**src/rtl/axi_burst_master_if.sv**
```systemverilog
// AXI4 master-side channel bundle for the burst master: AR, R, AW, W and B channels.
// The master modport drives addresses, write data and ready signals; the slave modport is the mirror image.
interface axi_burst_master_if #(
  parameter int unsigned ID_W   = 4,
  parameter int unsigned ADDR_W = 32,
  parameter int unsigned DATA_W = 32
);

  localparam int unsigned STRB_W = DATA_W / 8;

  // Read address channel
  logic [ID_W-1:0]   arid;
  logic [ADDR_W-1:0] araddr;
  logic [7:0]        arlen;
  logic [2:0]        arsize;
  logic [1:0]        arburst;
  logic              arvalid;
  logic              arready;

  // Read data channel
  logic [ID_W-1:0]   rid;
  logic [DATA_W-1:0] rdata;
  logic [1:0]        rresp;
  logic              rlast;
  logic              rvalid;
  logic              rready;

  // Write address channel
  logic [ID_W-1:0]   awid;
  logic [ADDR_W-1:0] awaddr;
  logic [7:0]        awlen;
  logic [2:0]        awsize;
  logic [1:0]        awburst;
  logic              awvalid;
  logic              awready;

  // Write data channel
  logic [DATA_W-1:0] wdata;
  logic [STRB_W-1:0] wstrb;
  logic              wlast;
  logic              wvalid;
  logic              wready;

  // Write response channel
  logic [ID_W-1:0]   bid;
  logic [1:0]        bresp;
  logic              bvalid;
  logic              bready;

  modport master (
    output arid, araddr, arlen, arsize, arburst, arvalid,
    input  arready,
    input  rid, rdata, rresp, rlast, rvalid,
    output rready,
    output awid, awaddr, awlen, awsize, awburst, awvalid,
    input  awready,
    output wdata, wstrb, wlast, wvalid,
    input  wready,
    input  bid, bresp, bvalid,
    output bready
  );

  modport slave (
    input  arid, araddr, arlen, arsize, arburst, arvalid,
    output arready,
    output rid, rdata, rresp, rlast, rvalid,
    input  rready,
    input  awid, awaddr, awlen, awsize, awburst, awvalid,
    output awready,
    input  wdata, wstrb, wlast, wvalid,
    output wready,
    output bid, bresp, bvalid,
    input  bready
  );

endinterface

```
**src/rtl/axi_burst_master.sv**
```systemverilog
// Simple AXI4 master: turns one request into a single read, a BURST_LEN-beat line refill, or a single write.
// Read beats and the write response are forwarded to the response port combinationally.
module axi_burst_master #(
  parameter int unsigned ID_W      = 4,
  parameter int unsigned ADDR_W    = 32,
  parameter int unsigned DATA_W    = 32,
  parameter int unsigned BURST_LEN = 4,
  parameter int unsigned ID_VAL    = 0
) (
  input  logic                  clk,
  input  logic                  rst,

  input  logic                  req_valid,
  output logic                  req_ready,
  input  logic                  req_write,
  input  logic                  req_burst,
  input  logic [ADDR_W-1:0]     req_addr,
  input  logic [DATA_W-1:0]     req_wdata,
  input  logic [DATA_W/8-1:0]   req_wstrb,

  output logic                  rsp_valid,
  output logic [DATA_W-1:0]     rsp_data,
  output logic                  rsp_last,
  output logic                  rsp_err,

  axi_burst_master_if.master    axi
);

  localparam int unsigned STRB_W     = DATA_W / 8;
  localparam int unsigned SIZE       = $clog2(STRB_W);
  localparam int unsigned LINE_BYTES = BURST_LEN * STRB_W;
  localparam int unsigned CNT_W      = $clog2(BURST_LEN) + 1;
  localparam logic [1:0]  BURST_INCR = 2'b01;

  typedef enum logic [2:0] {
    IDLE,
    RADDR,
    RDATA,
    WADDR,
    WDATA,
    WRESP
  } state_t;

  state_t state;
  state_t state_nxt;

  logic                lat_write;
  logic                lat_burst;
  logic [ADDR_W-1:0]   lat_addr;
  logic [DATA_W-1:0]   lat_wdata;
  logic [STRB_W-1:0]   lat_wstrb;

  logic                aw_done;
  logic                w_done;
  logic [CNT_W-1:0]    beat_cnt;
  logic [CNT_W-1:0]    exp_beats;

  assign exp_beats = lat_burst ? CNT_W'(BURST_LEN) : CNT_W'(1);

  // Channel payloads come straight from the latched request, so they read 0 under reset.
  assign axi.arid    = ID_W'(ID_VAL);
  assign axi.araddr  = lat_burst ? (lat_addr & ~ADDR_W'(LINE_BYTES - 1))
                                 : (lat_addr & ~ADDR_W'(STRB_W - 1));
  assign axi.arlen   = lat_burst ? 8'(BURST_LEN - 1) : 8'd0;
  assign axi.arsize  = 3'(SIZE);
  assign axi.arburst = BURST_INCR;

  assign axi.awid    = ID_W'(ID_VAL);
  assign axi.awaddr  = lat_addr;
  assign axi.awlen   = 8'd0;
  assign axi.awsize  = 3'(SIZE);
  assign axi.awburst = BURST_INCR;

  assign axi.wdata   = lat_wdata;
  assign axi.wstrb   = lat_wstrb;

  // IDs, the low response bit and the write flag have no further use once decoded.
  logic unused_sink;
  assign unused_sink = ^{axi.rid, axi.bid, axi.rresp[0], axi.bresp[0], lat_write};

  // State register
  always_ff @(posedge clk or posedge rst) begin
    if (rst) begin
      state <= IDLE;
    end else begin
      state <= state_nxt;
    end
  end

  // Next-state and channel control
  always_comb begin
    state_nxt   = state;
    req_ready   = 1'b0;
    axi.arvalid = 1'b0;
    axi.rready  = 1'b0;
    axi.awvalid = 1'b0;
    axi.wvalid  = 1'b0;
    axi.wlast   = 1'b0;
    axi.bready  = 1'b0;
    rsp_valid   = 1'b0;
    rsp_data    = '0;
    rsp_last    = 1'b0;
    rsp_err     = 1'b0;

    case (state)
      IDLE: begin
        req_ready = 1'b1;
        if (req_valid) begin
          state_nxt = req_write ? WADDR : RADDR;
        end
      end

      RADDR: begin
        axi.arvalid = 1'b1;
        if (axi.arready) begin
          state_nxt = RDATA;
        end
      end

      RDATA: begin
        axi.rready = 1'b1;
        rsp_valid  = axi.rvalid;
        rsp_data   = axi.rdata;
        rsp_last   = axi.rlast;
        // An RLAST that arrives on the wrong beat count is reported as an error on that beat.
        rsp_err    = axi.rresp[1] |
                     (axi.rlast & ((beat_cnt + CNT_W'(1)) != exp_beats));
        if (axi.rvalid && axi.rlast) begin
          state_nxt = IDLE;
        end
      end

      WADDR: begin
        axi.awvalid = ~aw_done;
        axi.wvalid  = ~w_done;
        axi.wlast   = 1'b1;
        if ((aw_done || axi.awready) && (w_done || axi.wready)) begin
          state_nxt = WRESP;
        end else if (!aw_done && axi.awready) begin
          state_nxt = WDATA;
        end
      end

      WDATA: begin
        axi.wvalid = 1'b1;
        axi.wlast  = 1'b1;
        if (axi.wready) begin
          state_nxt = WRESP;
        end
      end

      WRESP: begin
        axi.bready = 1'b1;
        if (axi.bvalid) begin
          rsp_valid = 1'b1;
          rsp_last  = 1'b1;
          rsp_err   = axi.bresp[1];
          state_nxt = IDLE;
        end
      end

      default: begin
        state_nxt = IDLE;
      end
    endcase
  end

  // Request latch, write handshake tracking and read beat counter
  always_ff @(posedge clk or posedge rst) begin
    if (rst) begin
      lat_write <= 1'b0;
      lat_burst <= 1'b0;
      lat_addr  <= '0;
      lat_wdata <= '0;
      lat_wstrb <= '0;
      aw_done   <= 1'b0;
      w_done    <= 1'b0;
      beat_cnt  <= '0;
    end else begin
      if (state == IDLE && req_valid) begin
        lat_write <= req_write;
        lat_burst <= req_burst;
        lat_addr  <= req_addr;
        lat_wdata <= req_wdata;
        lat_wstrb <= req_wstrb;
        aw_done   <= 1'b0;
        w_done    <= 1'b0;
      end

      if (state == WADDR) begin
        if (!aw_done && axi.awready) begin
          aw_done <= 1'b1;
        end
        if (!w_done && axi.wready) begin
          w_done <= 1'b1;
        end
      end

      if (state == WDATA && axi.wready) begin
        w_done <= 1'b1;
      end

      if (state == RADDR && axi.arready) begin
        beat_cnt <= '0;
      end else if (state == RDATA && axi.rvalid) begin
        beat_cnt <= beat_cnt + CNT_W'(1);
      end
    end
  end

endmodule

```
**src/flat_wrapper.sv**
```systemverilog
// flat-port wrapper written by rule: the top's interface ports become plain ports
module axi_burst_master_flat 
#(
  parameter int unsigned ID_W      = 4,
  parameter int unsigned ADDR_W    = 32,
  parameter int unsigned DATA_W    = 32,
  parameter int unsigned BURST_LEN = 4,
  parameter int unsigned ID_VAL    = 0
)
  (clk, rst, req_valid, req_ready, req_write, req_burst, req_addr, req_wdata, req_wstrb, rsp_valid, rsp_data, rsp_last, rsp_err, axi_arid, axi_araddr, axi_arlen, axi_arsize, axi_arburst, axi_arvalid, axi_arready, axi_rid, axi_rdata, axi_rresp, axi_rlast, axi_rvalid, axi_rready, axi_awid, axi_awaddr, axi_awlen, axi_awsize, axi_awburst, axi_awvalid, axi_awready, axi_wdata, axi_wstrb, axi_wlast, axi_wvalid, axi_wready, axi_bid, axi_bresp, axi_bvalid, axi_bready);
  axi_burst_master_if #(.ID_W(ID_W), .ADDR_W(ADDR_W), .DATA_W(DATA_W)) axi_i ();
  input  logic clk;
  input  logic rst;
  input  logic req_valid;
  output logic req_ready;
  input  logic req_write;
  input  logic req_burst;
  input  logic [ADDR_W-1:0] req_addr;
  input  logic [DATA_W-1:0] req_wdata;
  input  logic [DATA_W/8-1:0] req_wstrb;
  output logic rsp_valid;
  output logic [DATA_W-1:0] rsp_data;
  output logic rsp_last;
  output logic rsp_err;
  output wire logic [$bits(axi_i.arid)-1:0] axi_arid;
  output wire logic [$bits(axi_i.araddr)-1:0] axi_araddr;
  output wire logic [$bits(axi_i.arlen)-1:0] axi_arlen;
  output wire logic [$bits(axi_i.arsize)-1:0] axi_arsize;
  output wire logic [$bits(axi_i.arburst)-1:0] axi_arburst;
  output wire logic [$bits(axi_i.arvalid)-1:0] axi_arvalid;
  input wire logic [$bits(axi_i.arready)-1:0] axi_arready;
  input wire logic [$bits(axi_i.rid)-1:0] axi_rid;
  input wire logic [$bits(axi_i.rdata)-1:0] axi_rdata;
  input wire logic [$bits(axi_i.rresp)-1:0] axi_rresp;
  input wire logic [$bits(axi_i.rlast)-1:0] axi_rlast;
  input wire logic [$bits(axi_i.rvalid)-1:0] axi_rvalid;
  output wire logic [$bits(axi_i.rready)-1:0] axi_rready;
  output wire logic [$bits(axi_i.awid)-1:0] axi_awid;
  output wire logic [$bits(axi_i.awaddr)-1:0] axi_awaddr;
  output wire logic [$bits(axi_i.awlen)-1:0] axi_awlen;
  output wire logic [$bits(axi_i.awsize)-1:0] axi_awsize;
  output wire logic [$bits(axi_i.awburst)-1:0] axi_awburst;
  output wire logic [$bits(axi_i.awvalid)-1:0] axi_awvalid;
  input wire logic [$bits(axi_i.awready)-1:0] axi_awready;
  output wire logic [$bits(axi_i.wdata)-1:0] axi_wdata;
  output wire logic [$bits(axi_i.wstrb)-1:0] axi_wstrb;
  output wire logic [$bits(axi_i.wlast)-1:0] axi_wlast;
  output wire logic [$bits(axi_i.wvalid)-1:0] axi_wvalid;
  input wire logic [$bits(axi_i.wready)-1:0] axi_wready;
  input wire logic [$bits(axi_i.bid)-1:0] axi_bid;
  input wire logic [$bits(axi_i.bresp)-1:0] axi_bresp;
  input wire logic [$bits(axi_i.bvalid)-1:0] axi_bvalid;
  output wire logic [$bits(axi_i.bready)-1:0] axi_bready;
  assign axi_arid = axi_i.arid;
  assign axi_araddr = axi_i.araddr;
  assign axi_arlen = axi_i.arlen;
  assign axi_arsize = axi_i.arsize;
  assign axi_arburst = axi_i.arburst;
  assign axi_arvalid = axi_i.arvalid;
  assign axi_i.arready = axi_arready;
  assign axi_i.rid = axi_rid;
  assign axi_i.rdata = axi_rdata;
  assign axi_i.rresp = axi_rresp;
  assign axi_i.rlast = axi_rlast;
  assign axi_i.rvalid = axi_rvalid;
  assign axi_rready = axi_i.rready;
  assign axi_awid = axi_i.awid;
  assign axi_awaddr = axi_i.awaddr;
  assign axi_awlen = axi_i.awlen;
  assign axi_awsize = axi_i.awsize;
  assign axi_awburst = axi_i.awburst;
  assign axi_awvalid = axi_i.awvalid;
  assign axi_i.awready = axi_awready;
  assign axi_wdata = axi_i.wdata;
  assign axi_wstrb = axi_i.wstrb;
  assign axi_wlast = axi_i.wlast;
  assign axi_wvalid = axi_i.wvalid;
  assign axi_i.wready = axi_wready;
  assign axi_i.bid = axi_bid;
  assign axi_i.bresp = axi_bresp;
  assign axi_i.bvalid = axi_bvalid;
  assign axi_bready = axi_i.bready;
  axi_burst_master #(.ID_W(ID_W), .ADDR_W(ADDR_W), .DATA_W(DATA_W), .BURST_LEN(BURST_LEN), .ID_VAL(ID_VAL)) u_core (.clk(clk), .rst(rst), .req_valid(req_valid), .req_ready(req_ready), .req_write(req_write), .req_burst(req_burst), .req_addr(req_addr), .req_wdata(req_wdata), .req_wstrb(req_wstrb), .rsp_valid(rsp_valid), .rsp_data(rsp_data), .rsp_last(rsp_last), .rsp_err(rsp_err), .axi(axi_i));
endmodule
```
**config.mk**
```make
export PLATFORM = sky130hd
export DESIGN_NAME = axi_burst_master_flat
export DESIGN_NICKNAME = d
export VERILOG_FILES = /design/src/rtl/axi_burst_master_if.sv /design/src/rtl/axi_burst_master.sv /design/src/flat_wrapper.sv
export SDC_FILE = /design/constraint.sdc
export NUM_CORES = 1
export LEC_CHECK = 0
export BUFFER_PORTS_ARGS = -buffer_cell sky130_fd_sc_hd__buf_2
export CAP_MARGIN = 10
export CORE_AREA = 4 4 113 115
export DETAILED_ROUTE_END_ITERATION = 12
export DIE_AREA = 0 0 117 119
export GPL_TIMING_DRIVEN = 1
export PLACE_DENSITY = 0.69
export SYNTH_ARGS = -nofsm -noshare
export SYNTH_HDL_FRONTEND = slang
export SYNTH_SLANG_ARGS = --single-unit
export TNS_END_PERCENT = 1
```
**constraint.sdc**
```tcl
create_clock -name clk -period 2.94 [get_ports clk]
set_input_delay 0.294 -clock clk [delete_from_list [all_inputs] [get_ports clk]]
set_output_delay 0.294 -clock clk [all_outputs]
set_load 0.01 [all_outputs]
```
# Word level (Yosys, flattened, before mapping)
# Cells that the tools add are included.
# classes
n_bitwise	4
muxes	34
eq_ne	12
multipliers	0
shifts	0
reduce_logical	16
n_addsub	1
div_mod_pow	0
n_lt_le_gt_ge	0
# op_table
cell	n
$mux W32	1
$mux W3	10
$pmux W3 S6	1
$mux W1	15
$logic_and A1 B1 Y1	8
$ne A2 B2 Y1 const B	4
$pmux W1 S2	4
$eq A3 B2 Y1 const B	2
$eq A3 B3 Y1 const B	2
$reduce_and A6 Y1	1
$mux W2	2
$mux W4	1
$add A3 B1 Y3 const B	1
$eq A3 B1 Y1 const B	1
$logic_not A3 Y1	1
$ne A3 B1 Y1 const B	1
$ne A3 B3 Y1	1
$logic_not A1 Y1	2
$logic_or A1 B1 Y1	2
$ne A2 B1 Y1 const B	1
$not A1 Y1	2
$reduce_bool A2 Y1	1
$reduce_or A2 Y1	1
$and A1 B1 Y1	1
$or A1 B1 Y1	1
# word_totals
word_cells	75
ramBits	0
rom_bits	0
memories	0
out_inout_bits	176
latch_bits	0
register_bits	77
inputBits	123

# Depth between registers and ports, before layout
# Gate-level depths: netlist of run 1.
# logic_depth
word_depth	6
depth_mapped	4

# Worst setup path after synthesis of run 1
# OpenSTA, ideal clock, no wires.
# synth_path
path_kind	register -> output
startpoint	register u_core.beat_cnt[0]
endpoint	output rsp_err
setup_slack_ps	1381
path_stages_with_launch	5
t_required_ps	2646
path_buffers	0
arrival_time_ps	1265
path_cell_list	dfrtp_1 -> ha_1 -> or3_1 -> mux2i_1 -> o21ai_0
# synth_via
elab_chain_cells	5
# synth_lines
element	line	text
start, declared	axi_burst_master.sv:55	logic [CNT_W-1:0] beat_cnt;
start signal, assigned	axi_burst_master.sv:206	beat_cnt <= beat_cnt + CNT_W'(1);
$add A3 B1 Y3	axi_burst_master.sv:127	(axi.rlast & ((beat_cnt + CNT_W'(1)) != exp_beats));
$ne A3 B3 Y1	axi_burst_master.sv:127	
$and A1 B1 Y1	axi_burst_master.sv:127	
$or A1 B1 Y1	axi_burst_master.sv:126	rsp_err = axi.rresp[1] |
$pmux W1 S2	axi_burst_master.sv:105	case (state)
end, declared	flat_wrapper.sv:24	output logic rsp_err;
# Every way passes these cells.

# Worst setup path in the final report of run 1
# layout_path
startpoint	register u_core.state[1]
endpoint	output rsp_err
# layout_via
elab_chain_cells	2
elab_cells_between_ends	3
cone_classes	2 x eq/ne; 1 x mux
# layout_lines
element	line	text
start, declared	axi_burst_master.sv:44	state_t state;
start signal, assigned	axi_burst_master.sv:86	state <= state_nxt;
$eq A3 B3 Y1 / $eq A3 B2 Y1 (equally long branches)	axi_burst_master.sv:105	
$pmux W1 S2 (*)	axi_burst_master.sv:105	
# Mark *: on every way between the ends. The rest lies on a longest branch, timed or not.

==> results.toml, run 1 <==
[run_status]
status = "finished clean"

[setup_path]
cp_max_fo = 35
start_kind = "flip-flop"
crit_required_ns = 2.65
endpoint_kind = "output port"
r2r_slack_ns = 1.09
cp-endpoint = "rsp_err"
critPathArrivalTime_ns = 1.85
r2r_end = "u_core.axi.awaddr[18]$_DFFE_PP0P_"
critPathKind = "flip-flop to output port"
r2r-start = "u_core.state[2]$_DFFE_PP0P_"
reg2reg_depth = 4
cp-startpoint = "u_core.state[1]$_DFFE_PP0P_"

[clock_network]
clock_tree.htree_level_count = 3
root_buffer = "clkbuf_16"
cts_made_buffers = 9
cts_tree = "yes"
post_cts_buffers = 0
cts_resized = 0
numClockSinks = 77
clk_path_buf_depth = 2
clkTransAtPathRegs_ns = 0.06
worstSkewPairLatency_ns = 0.33

[floorplan]
initial_core_util = 0.331
num_rows = 40
core_area_mm2 = 0.0118
io_pins = 299
die_w_um = 117
fp.dieH_um = 119
die_area_mm2 = 0.0139

[timing]
fin_tns_setup_ns = 0
slew_viol_final = 0
skew_ns = 0.00507
hold_violations = 0
rsz0062_at_grt = "false"
final-setup-viol-count = 0
max_freq_mhz = 465
final.period_utilization = 0.731
period_needed_ns = 2.15

[drt]
drtIter0Drc = 119
routed_wirelength_um = 9780
avgViaCountPerCell = 4.33
dr_total_vias = 2993
final_antenna_net_count = 0
drc_errors = 0
first_pass_iters = 4
routedWlPerCell_um = 14.1

[power]
power_density_mw_per_mm2 = 1100
p_leak_nw = 2.76
peakVddDrop_uv = 718
power_mw = 5.75

[layout]
drive_above_1_share = 0.632
final_cell_area_mm2 = 0.00525
diodes = 0
stdcell_count = 691
nNetsFinal = 664
syn_to_final_growth_pct = 34.4

[placement]
hpwl_um = 7810
placed_cell_area_mm2 = 0.00493
gp_congestion = 0.936
dp.cells = 674
io_buffer_count = 254

[synthesis]
yosysUniqueCellTypes = 40
synthSimpleGateAreaFrac = 0.107
synth_commonest_cells = "dfrtp_1, buf_4, mux2_2"
ys.warnings.count = 0
synth_compound_area_frac = 0.0295
synth_mux_area_frac = 0.207
ys_seq_elements = 77
synth_edf_count = 0
yosysTopAreaCell = "dfrtp_1"
synth_cells = 314
synth.most_common_cell = "dfrtp_1"
synthAdderAreaFrac = 0.00320
synth_top_family_by_area = "multiplexers"
synthTopCellsByArea = "dfrtp_1, mux2_2, buf_4"
synth-xor-area-share = 0.00449
synth_area_mm2 = 0.00390
yosys.area.top_type_share = 0.493
avgSynthCellArea_um2 = 12.4
yosysSeqAreaShare = 0.493
async_reset_ff_frac = 1.00
synth_flop_cell = "dfrtp_1"

[grt]
antenna_found_initial = 1
grt_max_degree = 64
grt_pass1_wl_um = 15100
grt_pass1_vias = 3016
grt_overflow = 0
grt_usage = 0.136

[flow_run]
drv_cap = 0

[hold_path]
worstHoldPathType = "primary input to flip-flop"
-- flip-flops by register name (all words and copies together), names as in the netlist --
signal and cells:
u_core.aw_done 1, u_core.axi.awaddr 32, u_core.axi.wdata 32, u_core.axi.wstrb 4, u_core.beat_cnt 3, u_core.lat_burst 1, u_core.state 3, u_core.w_done 1
-- worst min path at each step --
stage | cells past startpoint | to | slack, ns | start
after floorplan | 1 | u_core.w_done$_DFF_PP0_ | 0.42 | axi_wready
after global placement | 1 | u_core.axi.wdata[9]$_DFFE_PP0P_ | 0.46 | u_core.axi.wdata[9]$_DFFE_PP0P_
after detailed placement | 1 | u_core.axi.wdata[3]$_DFFE_PP0P_ | 0.47 | u_core.axi.wdata[3]$_DFFE_PP0P_
after CTS | 2 | u_core.axi.wdata[3]$_DFFE_PP0P_ | 0.16 | req_wdata[3]
after global routing | 2 | u_core.axi.wdata[4]$_DFFE_PP0P_ | 0.16 | req_wdata[4]
final | 2 | u_core.axi.wdata[11]$_DFFE_PP0P_ | 0.18 | req_wdata[11]
-- timing repair --
item,4_1_cts,5_1_grt
hold buffers,0,1
hold endpoints to repair,0,20
setup endpoints to repair,0,0
-- cells by family (layout without fill, tap and decap cells) --
logic type	count (synthesis)	in the layout
compound gates	16	16
xor+xnor	2	2
fa+ha+maj	1	1
mux	72	72
buf+inv	81	279
other cells	2	34
flops	77	77
simple gates	63	63
-- placed cells by master (no fill, tap or decap), types with 6 or more instances in the layout --
cell and n:
and2_1 33, buf_2 254, clkbuf_16 9, conb_1 34, dfrtp_1 77, mux2_1 10, mux2_2 60, nand2_1 6
-- metrics by stage --
| stage | utilization | setup slack, ns | hold WS, ns |
|---|---|---|---|
| after floorplan | - | 0.679 | 0.418 |
| after global placement | 0.417 | 1.11 | 0.463 |
| after detailed placement | 0.417 | 1.07 | 0.473 |
| after CTS | 0.442 | 0.765 | 0.163 |
| after global routing | 0.444 | 0.560 | 0.165 |
| final | 0.444 | 0.792 | 0.183 |
-- per-layer routing --
layer	routed length (um)	GRT usage	part of all wire
met2	4810	0.212	0.49
met3	945	0.0589	0.097
met4	106	0.0437	0.011
met5	0	0	0
met1	3920	0.168	0.40
-- power breakdown --
group	leakage (nW)	internal [mW]	total, mW	switching, mW
Combinational	1.72	1.36	2.69	1.33
Sequential	0.914	1.61	1.99	0.380
Clock	0.130	0.650	1.07	0.417
-- area by class of cell --
class	instances	area, um2
fill	1122	6560
sequential	77	1930
multi-input combinational	188	1500
timing repair buffer	260	1330
clock buffer	9	225
tap	147	184
clock inverter	6	65.1
inverter	4	16.3
-- critical path, cell delays in order (launching register included) --
cell,delay [ns]
dfrtp_1,0.62
nor3b_2,0.24
buf_4,0.28
nand2_1,0.10
o21ai_0,0.14
buf_2,0.15
Note: power is estimated with default switching activity, not from simulation.
==> run 2: changes to the inputs <==
Clock period 2.94 ns to 2.12 ns, I/O delays scaled along.
==> run 2 against run 1 <==
Net effect:
- final cell count unchanged
- via count increased by 0.57%
- routed wire length decreased by 2.9%
- combinational power increased by 41%
- non-clock buffer count unchanged
- sequential power increased by 39%
- sequential share of layout area decreased by 0.16 points
- utilization increased by 0.25 points
- critical path depth unchanged
- clock power increased by 43%
- total power increased by 40%
- sequential cell count unchanged
- critical endpoint unchanged
- largest cell class unchanged
- largest power group unchanged
==> results.toml, run 2 (synthesized netlist as in run 1, its figures left out) <==
[setup_path]
critPathKind = "flip-flop to output port"
crit_chain = "ha_1 -> or3_1 -> mux2i_1 -> o21ai_0 -> buf_2"
crit_required_ns = 1.91
max_stage_delay_ns = 0.41
cp_max_fo = 4
endpoint_kind = "output port"
start_kind = "flip-flop"
critPathArrivalTime_ns = 1.76
slowest_stage = "dfrtp_1"

[drt]
drtIter0Drc = 81
routed_wirelength_um = 9490
dr_total_vias = 3010
routedWlPerCell_um = 13.7
first_pass_iters = 4
avgViaCountPerCell = 4.36
final_antenna_net_count = 0
drc_errors = 0

[floorplan]
die_area_mm2 = 0.0139
core_area_mm2 = 0.0118
initial_core_util = 0.331
fp.dieH_um = 119
io_pins = 299
die_w_um = 117
num_rows = 40

[placement]
gp_congestion = 0.789
hpwl_um = 7700
io_buffer_count = 254
placed_cell_area_mm2 = 0.00497

[power]
power_mw = 8.07
power_density_mw_per_mm2 = 1530
peakVddDrop_uv = 781
p_leak_nw = 2.77

[clock_network]
clock_tree.htree_level_count = 3
cts_made_buffers = 9
cts_tree = "yes"
postCtsHoldBufs = 0
root_buffer = "clkbuf_16"
worstSkewPairLatency_ns = 0.33
numClockSinks = 77
clkTransAtPathRegs_ns = 0.06
clk_path_buf_depth = 2

[timing]
period_needed_ns = 1.97
rsz0062_at_grt = "false"
hold_violations = 0
skew_ns = 0.00827
final.period_utilization = 0.929
max_freq_mhz = 508
fin_tns_setup_ns = 0
final-setup-viol-count = 0
slew_viol_final = 0

[layout]
fin_util = 0.447
syn_to_final_growth_pct = 35.1
final_cell_mix = "buf_2, dfrtp_1, mux2_2, conb_1, and2_1"
drive_above_1_share = 0.636
area.sequential_mm2 = 0.00193
nNetsFinal = 664
final_common_cell = "buf_2"
diodes = 0
fill_cells = 1127
multi_input_area_mm2 = 0.00150
final_cell_area_mm2 = 0.00528

[grt]
grt_overflow = 0
grt_pass1_vias = 2995
grt_max_degree = 41
antenna_found_initial = 0
grt_usage = 0.134
grt_pass1_wl_um = 14700

[hold_path]
worstHoldPathType = "primary input to async pin"

[run_status]
status = "finished clean"

[flow_run]
drv_cap = 0
## run 2: cell types whose count changed in the layout (fill, tap and decap cells not counted), sizes merged
cell / before / now
buf: 259 / 260
dlygate4sd3: 1 / 0
clkinvlp: 4 / 3
clkbuf: 9 / 12
clkinv: 2 / 0
## run 2: repair_timing
item | CTS | global route
endpoints found under the setup margin | 0 | 34
gates resized for setup | 0 | 3
buffers inserted | 0 | 0
## run 2: metrics by stage
step                      hold WS, ns  setup WS [ns]  std cells
after floorplan                 0.336          0.625        346
after global placement          0.367          0.447        676
after detailed placement        0.375          0.390        676
after CTS                      0.0157         0.0214        691
after global routing           0.0383         0.0327        691
final                         0.00928          0.151        691
## run 2: final timing paths
check                                           startpoint                           endpoint  slack, ns  cells after the start
max in group asynchronous                              rst        u_core.state[0]$_DFFE_PP0P_       1.74                      3
min in group clk                              req_wdata[8]    u_core.axi.wdata[8]$_DFFE_PP0P_       0.09                      2
hold reg to reg            u_core.axi.wdata[9]$_DFFE_PP0P_    u_core.axi.wdata[9]$_DFFE_PP0P_       0.48                      1
setup / recovery            u_core.beat_cnt[0]$_DFFE_PP0P_                            rsp_err       0.15                      5
setup reg to reg               u_core.state[2]$_DFFE_PP0P_  u_core.axi.awaddr[21]$_DFFE_PP0P_       0.50                      4
hold / removal                                         rst   u_core.axi.wdata[26]$_DFFE_PP0P_      0.009                      3
## run 2: final cells by class
class	count	area share
multi-input combinational	188	0.284
tap	147	0.0349
timing repair buffer	260	0.255
clock buffer	12	0.0486
inverter	4	0.00356
clock inverter	3	0.00853
sequential	77	0.366
## run 2: worst max-delay path: cells and delay by family, from the launching register on
family | cells | cell delay, ns
mux | 1 | 0.13
buf+inv | 1 | 0.15
compound gates | 1 | 0.10
simple gates | 1 | 0.31
fa+ha+maj | 1 | 0.33
flops | 1 | 0.41
## run 2: per-layer routing
metal  GRT usage  routed length [um]
met4      0.0559                 168
met3      0.0544                 899
met2       0.214                4770
met1       0.158                3650
met5           0                   0
## run 2: report_power, final
group / internal [mW] / switching, mW / leakage, nW
clock network: 0.968 / 0.558 / 0.141
logic: 1.94 / 1.85 / 1.72
registers: 2.23 / 0.522 / 0.911
